**config.mk**
```make
export PLATFORM = sky130hd
export DESIGN_NAME = sprite_drawer
export DESIGN_NICKNAME = d
export VERILOG_FILES = /design/src/rtl/sprite_drawer_pkg.sv /design/src/rtl/sprite_drawer_rom.sv /design/src/rtl/sprite_drawer.sv
export SDC_FILE = /design/constraint.sdc
export NUM_CORES = 1
export LEC_CHECK = 0
export ABC_AREA = 1
export CAP_MARGIN = 20
export CORE_UTILIZATION = 44
export DETAILED_ROUTE_END_ITERATION = 16
export PLACE_DENSITY = 0.76
export SYNTH_ARGS = -nofsm -noshare
export SYNTH_HDL_FRONTEND = slang
export SYNTH_HIERARCHICAL = 1
export SYNTH_SLANG_ARGS = --single-unit
```
**constraint.sdc**
```tcl
create_clock -name clock -period 3.7 [get_ports clock]
set_input_delay 0.555 -clock clock [delete_from_list [all_inputs] [get_ports clock]]
set_output_delay 0.555 -clock clock [all_outputs]
set_load 0.01 [all_outputs]
```
**src/rtl/sprite_drawer_pkg.sv**
```systemverilog
// sprite_drawer_pkg: shared graphics constants, drawer encodings and built-in sprite art
package sprite_drawer_pkg;
    localparam int SCREEN_W = 320;
    localparam int SCREEN_H = 240;
    localparam int COLOUR_W = 9;
    typedef enum logic {MODE_CHAR = 1'b0, MODE_BG = 1'b1} mode_t;
    typedef enum logic [1:0] {S_IDLE = 2'd0, S_DRAW = 2'd1, S_FLUSH = 2'd2, S_DONE = 2'd3} state_t;
    // Character art: the left column is see-through, every other pixel is a colour ramp
    function automatic logic [COLOUR_W-1:0] sprite_pixel(input int unsigned addr, input int unsigned width,
                                                         input logic [COLOUR_W-1:0] transparent);
        logic [COLOUR_W-1:0] c;
        c = COLOUR_W'(32'h40 + addr);
        return (addr % width == 0) ? transparent : c;
    endfunction
endpackage

```
**src/rtl/sprite_drawer_rom.sv**
```systemverilog
// sprite_rom: synchronous one-cycle character ROM holding SPRITE_W*SPRITE_H colours
module sprite_rom
    import sprite_drawer_pkg::*;
#(
    parameter int SPRITE_W = 8,
    parameter int SPRITE_H = 8,
    parameter logic [COLOUR_W-1:0] TRANSPARENT = 9'h1FF,
    parameter int AW = (SPRITE_W * SPRITE_H > 1) ? $clog2(SPRITE_W * SPRITE_H) : 1
)(
    input  logic                clock,
    input  logic [AW-1:0]       i_addr,
    output logic [COLOUR_W-1:0] o_data
);
    logic [COLOUR_W-1:0] r_data;
    // Registered read so the colour lines up with the external background ROM latency
    always_ff @(posedge clock) begin
        r_data <= sprite_pixel(32'(i_addr), SPRITE_W, TRANSPARENT);
    end
    assign o_data = r_data;
endmodule

```
**src/rtl/sprite_drawer.sv**
```systemverilog
// sprite_drawer: scans a sprite-sized box and plots either character art or restored background
module sprite_drawer
    import sprite_drawer_pkg::*;
#(
    parameter int SPRITE_W = 8,
    parameter int SPRITE_H = 8,
    parameter logic [8:0] TRANSPARENT = 9'h1FF
)(
    input  logic        clock,
    input  logic        resetn,
    input  logic        drawChar,
    input  logic        drawBG,
    input  logic [8:0]  xCoordinate,
    input  logic [7:0]  yCoordinate,
    output logic        doneChar,
    output logic        doneBG,
    output logic [16:0] bg_addr,
    input  logic [8:0]  bg_data,
    output logic [8:0]  vga_x,
    output logic [7:0]  vga_y,
    output logic [8:0]  colour,
    output logic        plot
);
    localparam int CXW = (SPRITE_W > 1) ? $clog2(SPRITE_W) : 1;
    localparam int CYW = (SPRITE_H > 1) ? $clog2(SPRITE_H) : 1;
    localparam int AW  = (SPRITE_W * SPRITE_H > 1) ? $clog2(SPRITE_W * SPRITE_H) : 1;

    state_t          r_state, w_next;
    mode_t           r_mode;
    logic            r_req_char, r_req_bg;
    logic [8:0]      r_x;
    logic [7:0]      r_y;
    logic [CXW-1:0]  r_cx;
    logic [CYW-1:0]  r_cy;
    logic            r_pv, r_pon;
    logic [8:0]      r_px;
    logic [7:0]      r_py;
    logic            w_bg_rise, w_char_rise, w_start, w_last, w_on, w_cx_end;
    logic [9:0]      w_x;
    logic [8:0]      w_y;
    logic [AW-1:0]   w_rom_addr;
    logic [8:0]      w_rom_data;

    assign w_bg_rise   = drawBG & ~r_req_bg;
    assign w_char_rise = drawChar & ~r_req_char;
    assign w_start     = (r_state == S_IDLE) & (w_bg_rise | w_char_rise);
    assign w_cx_end    = r_cx == CXW'(SPRITE_W - 1);
    assign w_last      = w_cx_end & (r_cy == CYW'(SPRITE_H - 1));
    assign w_x         = {1'b0, r_x} + 10'(r_cx);
    assign w_y         = {1'b0, r_y} + 9'(r_cy);
    assign w_on        = (w_x < 10'(SCREEN_W)) & (w_y < 9'(SCREEN_H));
    assign w_rom_addr  = AW'(r_cy) * AW'(SPRITE_W) + AW'(r_cx);

    sprite_rom #(
        .SPRITE_W    (SPRITE_W),
        .SPRITE_H    (SPRITE_H),
        .TRANSPARENT (TRANSPARENT),
        .AW          (AW)
    ) u_rom (
        .clock  (clock),
        .i_addr (w_rom_addr),
        .o_data (w_rom_data)
    );

    // State register
    always_ff @(posedge clock) begin
        if (!resetn) r_state <= S_IDLE;
        else         r_state <= w_next;
    end

    // Request edge history, latched job, offset scan and the one-stage pixel pipeline
    always_ff @(posedge clock) begin
        if (!resetn) begin
            r_req_char <= 1'b0;
            r_req_bg   <= 1'b0;
            r_mode     <= MODE_CHAR;
            r_x        <= '0;
            r_y        <= '0;
            r_cx       <= '0;
            r_cy       <= '0;
            r_pv       <= 1'b0;
            r_pon      <= 1'b0;
            r_px       <= '0;
            r_py       <= '0;
        end else begin
            r_req_char <= drawChar;
            r_req_bg   <= drawBG;
            if (w_start) begin
                r_x    <= xCoordinate;
                r_y    <= yCoordinate;
                r_mode <= w_bg_rise ? MODE_BG : MODE_CHAR;
                r_cx   <= '0;
                r_cy   <= '0;
            end else if (r_state == S_DRAW) begin
                r_cx <= w_cx_end ? '0 : r_cx + CXW'(1);
                if (w_cx_end) r_cy <= r_cy + CYW'(1);
            end
            r_pv  <= r_state == S_DRAW;
            r_pon <= w_on;
            r_px  <= w_x[8:0];
            r_py  <= w_y[7:0];
        end
    end

    // Next state and outputs; the pixel stage pairs last cycle's offset with this cycle's ROM data
    always_comb begin
        w_next   = r_state;
        w_next   = (r_state == S_IDLE)  ? (w_start ? S_DRAW : S_IDLE) :
                   (r_state == S_DRAW)  ? (w_last ? S_FLUSH : S_DRAW) :
                   (r_state == S_FLUSH) ? S_DONE : S_IDLE;
        plot     = r_pv & r_pon & ((r_mode == MODE_BG) | (w_rom_data != TRANSPARENT));
        colour   = r_pv ? ((r_mode == MODE_BG) ? bg_data : w_rom_data) : '0;
        vga_x    = r_px;
        vga_y    = r_py;
        doneBG   = (r_state == S_DONE) & (r_mode == MODE_BG);
        doneChar = (r_state == S_DONE) & (r_mode == MODE_CHAR);
        bg_addr  = (r_state == S_DRAW) ?
                   (17'(w_y[7:0]) << 8) + (17'(w_y[7:0]) << 6) + 17'(w_x[8:0]) : '0;
    end
endmodule

```
==> flow_metrics.py <==
metrics = {
    "outcome": {
        "status": "finished, violations left",
        "violations": "DRC, setup timing",
    },
    "worst_hold_path": {
        "min_from": "r_y[7]$_SDFFE_PN0P_",
        "hp-class": "reg2reg",
        "whs_endpoint": "vga_y[7]$_SDFF_PN0_",
        "holdPathStages": 2,
    },
    "floorplanning": {
        "start_util": 0.463,
        "dieArea_mm2": 0.00709,
        "fp-row-count": 29,
        "core-area_mm2": 0.00642,
        "die_w_um": 84.2,
        "die_h_um": 84.2,
        "ios": 76,
    },
    "yosys": {
        "yosys.area.top_type_share": 0.364,
        "synth.distinct_cells": 33,
        "yosysSeqAreaShare": 0.364,
        "yosysWarnings": 6,
        "avgSynthCellArea_um2": 7.16,
        "postSynthRegisterBits": 54,
        "yosysTopAreaCell": "dfxtp_1",
        "synth_fp_nets": 474,
        "synth_area_mm2": 0.00297,
        "synth.area.top_cells": "dfxtp_1 36%, ha_1 11%, nand2_1 9.1%",
        "netlist_instances": 415,
    },
    "timing": {
        "tns_ns": -1.15,
        "timing.fmax_mhz": 253,
        "final_max_slew_viol_count": 0,
        "worstMarginPinSlew_ns": 0.575,
        "setup_viol": 8,
        "setup_ws_ns": -0.246,
        "fin_crit_sh": 1.07,
        "finalCriticalPeriod_ns": 3.95,
        "relSlewSlack": 0.615,
        "skew_ns": 0.00701,
        "rsz0062_at_grt": "true",
        "hold_viol": 0,
    },
    "clocking": {
        "cts_tree": "done",
        "cts_sinks": 54,
        "cts_made_buffers": 5,
        "cts_max_level": 2,
        "clock_path_buffers": 2,
        "cts_root_buf": "clkbuf_8",
        "clk_latency_ns": 0.31,
        "clk_pin_slew_worst_paths_ns": 0.09,
        "cts_hold_buf": 0,
    },
    "place": {
        "place_ws_ns": -0.562,
        "numPortBuffers": 75,
        "gp_congestion": 0.826,
        "dp_hpwl_mm": 5.70,
    },
    "cells_and_area": {
        "mostFrequentLayoutCells": "67 x nor2_1, 66 x clkdlybuf4s50_1, 62 x nand2_1",
        "final_common_cell": "nor2_1",
        "area_growth_syn_to_layout_pct": 43.8,
        "fin_nets": 584,
        "finalCoreUtilization": 0.665,
        "drive_gt1_frac": 0.200,
        "antenna_cells": 0,
    },
    "setup_path": {
        "required_ns": 3.14,
        "crit_path_start_kind": "flop",
        "arrival_ns": 3.39,
        "cp_common_cell": "inv_2",
        "cp-end-kind": "output pin",
        "path_max_fanout": 4,
        "critPathSlowestCell": "fa_2",
        "crit_chain": "ha_4, inv_2, fa_2, inv_2, nand2_2, a21oi_2, nand3_1, nand2_2, inv_2, fa_2, inv_2, fa_2, inv_2, nand3_2, nand2_4, nand2_2, nand2_2, nand2_1, nor3b_2, buf_2",
        "max_stage_delay_ns": 0.57,
        "critPathKind": "reg2out",
        "regToRegEndpoint": "r_pon$_SDFF_PN0_",
        "reg2regPathDepth": 13,
        "rr_startpoint": "r_x[0]$_SDFFE_PN0P_",
        "ff2ff_setup_slack_ns": 1.72,
    },
    "global_routing": {
        "antenna_found_initial": 0,
        "grt_pass1_vias": 2803,
        "grt_overflow": 0,
        "grt_pass1_wl_mm": 12.2,
        "grt_max_degree": 18,
        "track_usage": 0.216,
    },
    "job": {
        "cap_violations": 0,
    },
    "detailed_routing": {
        "drt_wl_total_mm": 7.57,
        "drc": 6,
        "routedWlPerCell_um": 12.5,
        "vias": 2972,
        "drt-vias-per-instance": 4.93,
        "drtIter0Drc": 123,
        "ant_nets": 0,
        "drtPass1Iterations": 10,
    },
    "power_and_ir_drop": {
        "powerDensity_mw_per_mm2": 356,
        "p_leak_nw": 2.00,
        "peakVddDrop_mv": 0.273,
    },
}
==> critical path: cells and delay by family (launching register included) <==
kind / cells / cell delay [ns]
flops: 1 / 0.36
fa+ha+maj: 4 / 1.40
buf+inv: 6 / 0.41
simple gates: 9 / 0.74
compound gates: 1 / 0.16
==> area by class of cell <==
| class | count | area (µm²) |
|---|---|---|
| Clock buffer | 6 | 72.6 |
| Sequential cell | 54 | 1080 |
| Multi-Input combinational cell | 285 | 1740 |
| Inverter | 65 | 244 |
| Fill cell | 526 | 2150 |
| Tap cell | 77 | 96.3 |
| Timing Repair Buffer | 114 | 998 |
| Clock inverter | 2 | 37.5 |
==> cell usage after synthesis (all sizes together) <==
master and instances:
inv 63, dfxtp 54, a211oi 1, nand3 18, o21ai 33, clkinv 2, a21oi 33, nor2 71
clkbuf 5, fa 4, nand3b 2, a21boi 1, buf 6, nand4 4, o311ai 1, xnor2 1
a31o 1, nor3 4, nand2 77, nor3b 1, ha 25, o21bai 1, a32o 1, conb 1
xor2 5
==> logic make-up (layout without fill, tap and decap cells) <==
logic type,after synthesis,count (layout),synth area share
and+or+nand+nor,177,177,0.250
buffers and inverters,76,187,0.103
AOI/OAI and AO/OA,72,72,0.132
DFF,54,54,0.364
adders and majority gates,29,29,0.132
xor gates and xnor gates,6,6,0.0177
other,1,1,0.00126
==> per-layer routing <==
layer,up-vias,global-route usage,routed length [µm]
met2,61,0.378,3790
met4,0,0.0972,199
met5,-,0,0
met1,1360,0.258,3330
met3,19,0.0383,246
li1,1532,-,-
==> what timing repair did <==
item,in CTS,in global routing
endpoints found under the setup margin,9,9
gates resized for setup,59,21
setup buffers,3,4
pin swaps,12,8
==> registers in the layout (all words and copies together) (netlist names) <==
signal	flops
r_cx	3
vga_x	9
r_state	2
u_rom/o_data	7
vga_y	8
r_pv	1
r_y	8
r_mode	1
r_pon	1
r_req_char	1
r_x	9
r_req_bg	1
r_cy	3
==> per-stage QoR <==
| step | hold WS (ns) | cells | power [mW] | area [µm²] |
|---|---|---|---|---|
| after global placement | 0.470 | 589 | 1.08 | 4010 |
| after global routing | 0.518 | 603 | 1.61 | 4270 |
| final | 0.499 | 603 | 1.52 | 4270 |
| after floorplan | 0.444 | 415 | 0.897 | 2980 |
| after CTS | 0.497 | 600 | 1.50 | 4180 |
| after detailed placement | 0.484 | 589 | 1.10 | 4010 |
==> worst max path at each step <==
stage | startpoint | to | slack [ns] | cells past startpoint
after floorplan | r_cx[0]$_SDFFE_PP0P_ | bg_addr[15] | 0.04 | 19
after global placement | r_x[0]$_SDFFE_PN0P_ | bg_addr[15] | -0.45 | 20
after detailed placement | r_cx[0]$_SDFFE_PP0P_ | bg_addr[15] | -0.56 | 20
after CTS | r_x[0]$_SDFFE_PN0P_ | bg_addr[15] | -0.16 | 20
after global routing | r_x[0]$_SDFFE_PN0P_ | bg_addr[15] | -0.40 | 20
final | r_x[0]$_SDFFE_PN0P_ | bg_addr[15] | -0.25 | 20
==> power by group <==
part / total (mW) / internal [mW] / switching [mW]
combinational: 0.463 / 0.223 / 0.240
sequential: 0.662 / 0.631 / 0.0304
clock: 0.396 / 0.202 / 0.194
Power figures use the tool's default switching activity.
